## config.mk

```make
export PLATFORM = sky130hd
export DESIGN_NAME = debouncer_pulser
export DESIGN_NICKNAME = d
export VERILOG_FILES = /design/src/rtl/debounce_pkg.sv /design/src/rtl/sync_2ff.sv /design/src/rtl/debouncer_pulser.sv
export SDC_FILE = /design/constraint.sdc
export NUM_CORES = 1
export LEC_CHECK = 0
export BUFFER_PORTS_ARGS = -buffer_cell sky130_fd_sc_hd__buf_2
export CAP_MARGIN = 20
export CORE_ASPECT_RATIO = 1.25
export CORE_MARGIN = 2
export CORE_UTILIZATION = 55
export CTS_CLUSTER_DIAMETER = 150
export DETAILED_ROUTE_END_ITERATION = 16
export GPL_ROUTABILITY_DRIVEN = 0
export PLACE_DENSITY = 0.72
export SYNTH_ARGS = -nofsm -noshare
export SYNTH_HDL_FRONTEND = slang
export SYNTH_SLANG_ARGS = --single-unit
```

## constraint.sdc

```tcl
create_clock -name Clk -period 1.9 [get_ports Clk]
set_input_delay 0 -clock Clk [delete_from_list [all_inputs] [get_ports Clk]]
set_output_delay 0 -clock Clk [all_outputs]
set_load 0.02 [all_outputs]
```

## src/rtl/debounce_pkg.sv

```systemverilog
// Shared definitions for the push-button debouncer: one-hot state encoding,
// default timing constants and the state-to-strobe decode.
package debounce_pkg;

  // 10 ms debounce and 0.25 s auto-repeat at a 100 MHz board clock.
  localparam int N_DEB_DEFAULT = 1000000;
  localparam int N_REP_DEFAULT = 25000000;
  localparam int CNT_W_DEFAULT = 25;

  typedef enum logic [5:0] {
    INI     = 6'b000001,
    WQ      = 6'b000010,
    SCEN_ST = 6'b000100,
    HOLD    = 6'b001000,
    MCEN_ST = 6'b010000,
    WFCR    = 6'b100000
  } state_t;

  typedef struct packed {
    logic dpb;
    logic scen;
    logic mcen;
    logic ccen;
  } strobes_t;

  function automatic strobes_t decode_strobes(input state_t s);
    strobes_t o;
    o = '0;
    case (s)
      SCEN_ST: o = '{dpb: 1'b1, scen: 1'b1, mcen: 1'b1, ccen: 1'b1};
      HOLD:    o = '{dpb: 1'b1, scen: 1'b0, mcen: 1'b0, ccen: 1'b1};
      MCEN_ST: o = '{dpb: 1'b1, scen: 1'b0, mcen: 1'b1, ccen: 1'b1};
      WFCR:    o = '{dpb: 1'b1, scen: 1'b0, mcen: 1'b0, ccen: 1'b0};
      default: o = '0;
    endcase
    return o;
  endfunction

endpackage

```

## src/rtl/sync_2ff.sv

```systemverilog
// Single-bit two-flop synchroniser with asynchronous active-low clear.
// Two cycles of latency from d to q; no handshake.
module sync_2ff (
  input  logic clk,
  input  logic rst_n,
  input  logic d,
  output logic q
);

  logic meta;

  always_ff @(posedge clk or negedge rst_n) begin
    if (!rst_n) begin
      meta <= 1'b0;
      q    <= 1'b0;
    end else begin
      meta <= d;
      q    <= meta;
    end
  end

endmodule

```

## src/rtl/debouncer_pulser.sv

```systemverilog
// Push-button conditioner: sync, debounce press/release, emit level, press pulse,
// auto-repeat pulse and hold enable; all outputs registered from the next state.
module debouncer_pulser
  import debounce_pkg::*;
#(
  parameter int N_DEB = N_DEB_DEFAULT,
  parameter int N_REP = N_REP_DEFAULT,
  parameter int CNT_W = CNT_W_DEFAULT
) (
  input  logic Clk,
  input  logic Reset_n,
  input  logic PB,
  output logic DPB,
  output logic SCEN,
  output logic MCEN,
  output logic CCEN
);

  localparam logic [CNT_W-1:0] DEB_LAST = CNT_W'(N_DEB - 1);
  localparam logic [CNT_W-1:0] REP_LAST = CNT_W'(N_REP - 1);

  logic             pb_s;
  state_t           state_q, state_nxt;
  logic [CNT_W-1:0] cnt_q, cnt_nxt;
  strobes_t         strobes_q;

  sync_2ff u_sync (
    .clk   (Clk),
    .rst_n (Reset_n),
    .d     (PB),
    .q     (pb_s)
  );

  always_ff @(posedge Clk or negedge Reset_n) begin
    if (!Reset_n) begin
      state_q   <= INI;
      cnt_q     <= '0;
      strobes_q <= '0;
    end else begin
      state_q   <= state_nxt;
      cnt_q     <= cnt_nxt;
      strobes_q <= decode_strobes(state_nxt);
    end
  end

  // Terminal compares are tested before incrementing, so the counter never wraps.
  always_comb begin
    state_nxt = state_q;
    cnt_nxt   = cnt_q + CNT_W'(1);
    case (state_q)
      INI: begin
        cnt_nxt = '0;
        if (pb_s) state_nxt = WQ;
      end
      WQ: begin
        if (!pb_s) begin
          state_nxt = INI;
          cnt_nxt   = '0;
        end else if (cnt_q == DEB_LAST) begin
          state_nxt = SCEN_ST;
          cnt_nxt   = '0;
        end
      end
      SCEN_ST: begin
        state_nxt = HOLD;
        cnt_nxt   = '0;
      end
      HOLD: begin
        // Release wins over a repeat that would fire in the same cycle.
        if (!pb_s) begin
          state_nxt = WFCR;
          cnt_nxt   = '0;
        end else if (cnt_q == REP_LAST) begin
          state_nxt = MCEN_ST;
          cnt_nxt   = '0;
        end
      end
      MCEN_ST: begin
        state_nxt = HOLD;
        cnt_nxt   = '0;
      end
      WFCR: begin
        if (pb_s) begin
          cnt_nxt = '0;
        end else if (cnt_q == DEB_LAST) begin
          state_nxt = INI;
          cnt_nxt   = '0;
        end
      end
      default: begin
        state_nxt = INI;
        cnt_nxt   = '0;
      end
    endcase
  end

  assign DPB  = strobes_q.dpb;
  assign SCEN = strobes_q.scen;
  assign MCEN = strobes_q.mcen;
  assign CCEN = strobes_q.ccen;

endmodule

```

Word-level counts from Yosys, hierarchy flattened

Cells that the tools add are included.

Bits in registers: 37
Input port bits: 3
Output and inout port bits: 4

$add $sub $neg: 1
Equality and inequality tests: 12
Muxes and demuxes: 15
Reductions and logical operators: 1

Operator list:

| kind                                                              | count |
|---|---|
| 25-bit two-way mux                                                | 5 |
| 25-bit one-hot mux with 3 select lines                            | 1 |
| 6-bit two-way mux                                                 | 7 |
| 6-bit one-hot mux with 5 select lines                             | 1 |
| 25-bit by 1-bit adder with 25-bit output, second input constant   | 1 |
| 25-bit by 20-bit == test with 1-bit output, second input constant | 1 |
| 25-bit == test, second input constant                             | 1 |
| 4-bit one-hot mux with 4 select lines                             | 1 |
| 6-bit by 3-bit == test with 1-bit output, second input constant   | 2 |
| 6-bit by 4-bit == test with 1-bit output, second input constant   | 2 |
| 6-bit by 5-bit == test with 1-bit output, second input constant   | 2 |
| 6-bit == test, second input constant                              | 2 |
| 6-bit by 1-bit == test with 1-bit output, second input constant   | 1 |
| 6-bit by 2-bit == test with 1-bit output, second input constant   | 1 |
| 2-bit OR reduction                                                | 1 |

Depth between registers and ports, before layout

Gate-level depths: netlist (run 1).

Depth after elaboration: 6
Depth in mapped cells: 7

Hierarchy

From an unflattened synthesis (run 1), not the netlist that was laid out.

Cells, all modules: 199
Area total of the unflattened synthesis: 1,913.1 sq um

Modules (own cells, without submodules):

| module           | times used | cells each | area an instance (sq um) |
|---|---|---|---|
| debouncer_pulser | 1          | 197        | 1,863.0 |
| sync_2ff         | 1          | 2          | 50.0 |

Worst setup path after synthesis (run 1)

No wires, ideal clock.

Kind: reg-to-reg
Start point: reg cnt_q[0]
End point: reg strobes_q (netlist bit DPB)
Setup time: 121 ps
Arrival time: 1,736 ps
Required time: 1,779 ps
Slack: 43 ps
Cell stages (with the launch flop): 7
Path buffers: 1
Clock period less this slack: 1,857 ps
Cell sequence: dfrtp_1 > ha_1 > and2_1 > clkbuf_1 > nand4_2 > or3_1 > a22o_1

Longest elaborated chain between the ends: 6
Elaborated cells between the ends (all ways): 14
Those cells by class: eq/ne: 6; mux: 8

Ends and longest elaborated chain:

| what                                                                                | line                                                                   | RTL |
|---|---|---|
| start, declared                                                                     | debouncer_pulser.sv:24                                                 | `logic [CNT_W-1:0] cnt_q, cnt_nxt;` |
| start signal, assigned                                                              | debouncer_pulser.sv:41                                                 | `cnt_q <= cnt_nxt;` |
| 25-bit by 20-bit == test with 1-bit output / 25-bit == test (equally long branches) | debouncer_pulser.sv:59, debouncer_pulser.sv:85, debouncer_pulser.sv:73 |  |
| 6-bit two-way mux (on tied branches)                                                | debouncer_pulser.sv:85, debouncer_pulser.sv:59, debouncer_pulser.sv:73 |  |
| 6-bit two-way mux (on tied branches)                                                | debouncer_pulser.sv:83, debouncer_pulser.sv:56, debouncer_pulser.sv:70 |  |
| 6-bit one-hot mux with 5 select lines (*)                                           | debouncer_pulser.sv:50                                                 | `case (state_q)` |
| 6-bit == test (tied with other cells)                                               | debounce_pkg.sv:29                                                     | `case (s)` |
| 4-bit one-hot mux with 4 select lines (*)                                           | debounce_pkg.sv:29                                                     |  |
| end signal, assigned                                                                | debouncer_pulser.sv:42                                                 | `strobes_q <= decode_strobes(state_nxt);` |
| end, declared                                                                       | debouncer_pulser.sv:25                                                 | `strobes_t strobes_q;` |

Mark *: on every way between the ends. The rest lies on a longest branch, timed or not.

Final worst setup path (run 1)

Start point: reg cnt_q[9]
End point: reg cnt_q[15]

Longest elaborated chain between the ends: 4
Elaborated cells between the ends (all ways): 9
Those cells by class: add/sub: 1; eq/ne: 2; mux: 6

Ends and longest elaborated chain:

| what                                                             | line                                                                   | RTL |
|---|---|---|
| 25-bit by 1-bit adder with 25-bit output (tied with other cells) | debouncer_pulser.sv:49                                                 | `cnt_nxt = cnt_q + CNT_W'(1);` |
| 25-bit two-way mux (on tied branches)                            | debouncer_pulser.sv:59, debouncer_pulser.sv:85, debouncer_pulser.sv:73 |  |
| 25-bit two-way mux (on tied branches)                            | debouncer_pulser.sv:83, debouncer_pulser.sv:56, debouncer_pulser.sv:70 |  |
| 25-bit one-hot mux with 3 select lines (*)                       | debouncer_pulser.sv:50                                                 |  |
| via cnt_nxt[15]                                                  | debouncer_pulser.sv:24                                                 |  |

Mark *: on every way through the listed nets, which the timed path passes. The rest lies on a longest branch.

==> impl_metrics.yaml, run 1 <==
outcome:
  status: "complete, but fails checks"
  violations: "DRC"
power:
  seq_power_share_pct: 49.9
  p_leak_nw: 0.932
  finalPower_mw: 1.63
  p_clk_share_pct: 44.0
  comb_power_share_pct: 6.2
  ir_drop_v: 0.000712
  intPower_mw: 1.26
  sw_frac_of_total_pct: 22.4
  p_switching_mw: 0.364
  power_density_nw_per_um2: 691
yosys:
  ys.flop_type: "dfrtp_1"
  synth_mux_area_share_pct: 0
  ys_seq_elements: 37
  yosys_warnings: 0
  async_reset_ff_share_pct: 100
  postSynthAreaPerCell_um2: 10.2
  synth_cell_types: 51
  syn_area_um2: 2060
  synthCells: 203
  synth_top_family_by_area: "simple AND/OR/NAND/NOR gates"
  synthAdderAreaFrac_pct: 0.607
  synth-edff-count: 0
  synth-compound-area-share_pct: 18.7
  synth-xor-area-share_pct: 5.10
  ys_seq_area_share_pct: 45.0
  yosys.area_share.simple_pct: 26.4
  syn-num-nets: 207
setup_path:
  crit_path_top_delay_cell: "or4b_4"
  crit_path_end_kind: "flip-flop"
  worst-path-buf-inv: 1
  crit_fanout: 15
  path_delay_family: "simple AND/OR/NAND/NOR gates"
  crit_path_max_incr_delay_ns: 0.57
  start_kind: "flip-flop"
  crit_path_start: "cnt_q[9]"
  rr_startpoint: "cnt_q[9]"
  arrival_ns: 2.01
  worstSetupPathType: "reg2reg"
  cp.required_ns: 2.07
  cp_cell_sequence: "nand4bb_1, or4b_4, a22oi_4, buf_6, a22oi_1"
sta:
  finalSetupViolations: 0
  period_minus_slack_ns: 1.85
  tightest_slew_ns: 0.820
  max_freq_ghz: 0.541
  hold_viol: 0
  skew_ns: 0.0118
  finalMaxSlewViolations: 0
  fin_crit_sh_pct: 97.2
  relSlewSlack_pct: 45.3
  grt_setup_unrepaired: "true"
  tns_ns: 0
clock_tree:
  path_clk_slew_ns: 0.08
  cts_tree: "yes"
  cts_root_buf: "clkbuf_8"
  insertion_delay_ns: 0.30
  cts_buffers: 5
  cts.sinks: 37
  cts_htree_levels: 2
  clk_path_buf_depth: 2
cells_and_area:
  areaGrowthSynthToFinish_pct: 14.5
  fillers: 282
  antennaDiodeCount: 0
  drive_above_1_share_pct: 23.0
  seqCellArea_um2: 928
  layout_common_cells: "dfrtp_1 (35), nand3_1 (15), buf_4 (13), o21ai_0 (11), a21oi_1 (11)"
  stdcell_count: 261
  final_common_cell: "dfrtp_1"
  fin_nets: 225
  utilization_pct: 66.6
  multi_input_area_um2: 1060
floorplanning:
  die_y_um: 72.4
  die_width_um: 58.8
  ios: 7
  rows: 24
  core_area_um2: 3540
  start_util_pct: 58.2
  fp.dieArea_um2: 4260
drt:
  avgRoutedWirePerCell_um: 17.9
  drt_wl_total_um: 4660
  ant_nets: 0
  vias_per_cell: 6.67
  first_pass_iters: 10
  drcViolationCount: 1
  vias: 1740
  drtIter0Drc: 125
grt:
  grt_pass1_wl_um: 7860
  antenna_found_initial: 0
  grt_overflow: 0
  grt_max_degree: 38
  gr-usage-all-layers_pct: 24.2
  grt_pass1_vias: 1698
place:
  portBuffers: 6
  post-place-cells: 251
  hpwl_um: 3160
hold_path:
  holdCritPathClass: "in2async"
flow_run:
  maxCapViolCount: 0
==> layer usage <==
metal | vias up | track usage [%] | wire length, µm
li1 | 824 | - | -
met1 | 864 | 28.6 | 1910
met2 | 42 | 42.3 | 2480
met3 | 10 | 4.99 | 170
met4 | 0 | 9.34 | 99
met5 | - | 0 | 0
==> kinds of logic after synthesis <==
family | Yosys count
AO/OA/AOI/OAI | 53
flip-flops | 37
adder cells (fa/ha/maj) | 1
AND/OR/NAND/NOR | 85
XOR/XNOR | 12
buffers and inverters | 15
==> flip-flops by register name (all words and copies together) (netlist names) <==
register     flops
MCEN             1
state_q          6
u_sync.meta      1
cnt_q           25
CCEN             1
DPB              1
SCEN             1
u_sync.q         1
==> stage by stage <==
step | hold slack (ns) | setup WS (ns) | cell area [µm²]
6_report | 0.330 | 0.0532 | 2360
5_1_grt | 0.360 | -0.00315 | 2360
4_1_cts | 0.341 | 0.0222 | 2330
3_5_place_dp | 0.110 | -0.0154 | 2190
3_3_place_gp | 0.110 | -0.00260 | 2190
2_1_floorplan | -0.296 | 0.0430 | 2060
==> power by group through the flow <==
stage	clock network (mW)	registers, mW	logic, mW
CTS	0.732	0.811	0.0997
detailed placement	0	0.828	0.0956
global route	0.767	0.813	0.110
floorplan	0	0.821	0.0625
finish	0.716	0.812	0.100
global placement	0	0.827	0.0906
==> path summary, 6_finish.rpt <==
check                              end  slack [ns]  depth (start not counted)
setup / recovery             cnt_q[15]        0.05                          5
hold / removal                    SCEN        0.33                          2
setup reg to reg             cnt_q[15]        0.05                          5
hold reg to reg               u_sync.q        0.35                          0
max in group asynchronous    cnt_q[12]        1.01                          2
min in group Clk           u_sync.meta        0.35                          2
==> Yosys cell counts, drive strengths merged, types with 2 or more instances <==
cell type | number | area, µm²
dfrtp | 36 | 901
a22oi | 13 | 121
nor3 | 7 | 35.0
or2 | 2 | 12.5
nand3 | 16 | 85.1
nand3b | 2 | 15.0
clkbuf | 5 | 18.8
or4 | 7 | 56.3
o21a | 2 | 15.0
and3 | 4 | 26.3
nand4 | 9 | 68.8
o21ai | 12 | 63.8
inv | 2 | 7.51
a21oi | 12 | 71.3
xor2 | 9 | 78.8
nor2b | 3 | 18.8
nor4 | 3 | 18.8
o31ai | 5 | 37.5
xnor2 | 3 | 26.3
and4 | 4 | 35.0
buf | 8 | 61.3
nor2 | 4 | 15.0
nor4b | 4 | 35.0
nand2 | 8 | 30.0
or3 | 8 | 51.3
==> area by class of cell <==
type / instances / share of cell area, %
sequential: 37 / 39.4
tap: 39 / 2.07
timing repair buffer: 24 / 8.06
clock inverter: 2 / 1.59
inverter: 2 / 0.318
clock buffer: 6 / 3.50
multi-input combinational: 151 / 45.1
==> timing repair <==
item / in CTS / in global routing
hold buffers: 2 / 0
resized for setup: 1 / 6
setup buffers: 0 / 0
hold endpoints to repair: 37 / 0
endpoints found under the setup margin: 1 / 24
pin swaps: 0 / 2
Note: power is estimated with default switching activity, not from simulation.
==> run 2: changes to the inputs <==
- RECOVER_POWER: default -> 25
==> run 2 against run 1 <==
  * The flow still finishes with violations (DRC)
  * Critical path depth stayed put
  * Count of clock-buffer cells in the layout stayed put
  * Cell area is 0.21% lower
  * Register-to-register slack hardly changed
  * Critical path type unchanged
  * Critical endpoint unchanged
==> impl_metrics.yaml, run 2 (same netlist as run 1, synthesis figures left out) <==
grt:
  grt_overflow: 0
  grt_pass1_wl_um: 7860
  grt_pass1_vias: 1698
  antenna_found_initial: 0
  gr-usage-all-layers_pct: 24.2
  grt_max_degree: 38
cells_and_area:
  final_common_cell: "dfrtp_1"
  reg_top3: "cnt_q (25), state_q (6)"
  fillers: 284
  fin_nets: 225
  layout_common_cells: "dfrtp_1 (35), nand3_1 (15), buf_4 (13), o21ai_0 (11), a21oi_1 (11)"
  utilization_pct: 66.4
  regMostFlops: "cnt_q"
  largest_register_ffs: 25
  drive_above_1_share_pct: 21.2
  antennaDiodeCount: 0
  areaGrowthSynthToFinish_pct: 14.2
flow_run:
  maxCapViolCount: 0
drt:
  drt_wl_total_um: 4680
  first_pass_iters: 10
  vias_per_cell: 6.69
  drtIter0Drc: 115
  avgRoutedWirePerCell_um: 17.9
  vias: 1746
  drcViolationCount: 1
  ant_nets: 0
outcome:
  violations: "DRC"
  status: "complete, but fails checks"
sta:
  hold_viol: 0
  grt_setup_unrepaired: "true"
  fin_crit_sh_pct: 97.0
  setup_ws_ns: 0.0571
  finalSetupViolations: 0
  skew_ns: 0.0115
  max_freq_ghz: 0.543
  finalMaxSlewViolations: 0
  period_minus_slack_ns: 1.84
  relSlewSlack_pct: 38.6
  tightest_slew_ns: 0.922
floorplanning:
  core_area_um2: 3540
  die_y_um: 72.4
  rows: 24
  start_util_pct: 58.2
  die_width_um: 58.8
  fp.dieArea_um2: 4260
  ios: 7
place:
  portBuffers: 6
  place_ws_ns: -0.0154
  hpwl_um: 3160
setup_path:
  start_kind: "flip-flop"
  crit_fanout: 15
  cp.required_ns: 2.07
  worstSetupPathType: "reg2reg"
  crit_path_end_kind: "flip-flop"
  arrival_ns: 2.01
clock_tree:
  cts_setup_buffers: 0
  clk_path_buf_depth: 2
  insertion_delay_ns: 0.30
  cts.sinks: 37
  cts_root_buf: "clkbuf_8"
  cts_htree_levels: 2
  cts_tree: "yes"
  cts_buffers: 5
  path_clk_slew_ns: 0.08
power:
  power_density_nw_per_um2: 692
  ir_drop_v: 0.000710
  p_leak_nw: 0.914
hold_path:
  holdCritPathClass: "in2reg"
[run 2: cell count changes in the layout (fill, tap and decap cells not counted), sizes merged]
cell / delta
buf: -5
clkbuf: +5
[run 2: routing by layer]
metal | up-vias | wire length, µm | global-route usage (%)
met3 | 10 | 175 | 4.99
li1 | 823 | - | -
met4 | 0 | 99 | 9.34
met1 | 875 | 1920 | 28.6
met5 | - | 0 | 0
met2 | 38 | 2480 | 42.3
[run 2: final timing paths]
check,from,endpoint,slack [ns],depth (start not counted)
min reg2reg,u_sync.meta,u_sync.q,0.35,0
max,cnt_q[9],cnt_q[15],0.06,5
min,PB,u_sync.meta,0.35,2
max reg2reg,cnt_q[9],cnt_q[15],0.06,5
max in group asynchronous,Reset_n,cnt_q[12],0.91,2
min in group asynchronous,Reset_n,CCEN,0.37,2
[run 2: critical path, cell delays in order (launching register included)]
cell	delay [ns]
dfrtp_1	0.42
nand4bb_1	0.19
or4b_4	0.57
a22oi_4	0.23
buf_6	0.19
a22oi_1	0.10
[run 2: repair_timing]
| action | CTS | global route |
|---|---|---|
| setup endpoints to repair | 1 | 24 |
| hold buffers | 2 | 0 |
| resized for setup | 1 | 6 |
| pin swaps | 0 | 2 |
| hold endpoints to repair | 37 | 0 |
[run 2: layout make-up]
| cell class | count | area (µm²) | area share [%] |
|---|---|---|---|
| inverters | 2 | 7.51 | 0.319 |
| clock inverters | 2 | 37.5 | 1.59 |
| multi-input cells | 151 | 1060 | 45.2 |
| well taps | 39 | 48.8 | 2.07 |
| repair buffers | 24 | 185 | 7.87 |
| flip-flops and latches | 37 | 928 | 39.4 |
| clock buffers | 6 | 82.6 | 3.51 |
[run 2: where the power goes]
part,leakage (nW),internal (mW),switching (mW)
registers,0.506,0.799,0.0129
logic,0.351,0.0383,0.0622
clock network,0.0574,0.427,0.289
[run 2: stage by stage]
| step | hold slack (ns) | setup TNS (ns) | power, mW | instance area (µm²) | std cells |
|---|---|---|---|---|---|
| floorplan | -0.296 | 0 | 0.884 | 2060 | 203 |
| global placement | 0.110 | -0.00260 | 0.918 | 2190 | 251 |
| detailed placement | 0.110 | -0.0154 | 0.923 | 2190 | 251 |
| CTS | 0.341 | 0 | 1.64 | 2330 | 261 |
| global route | 0.360 | -0.00315 | 1.69 | 2350 | 261 |
| finish | 0.351 | 0 | 1.63 | 2350 | 261 |
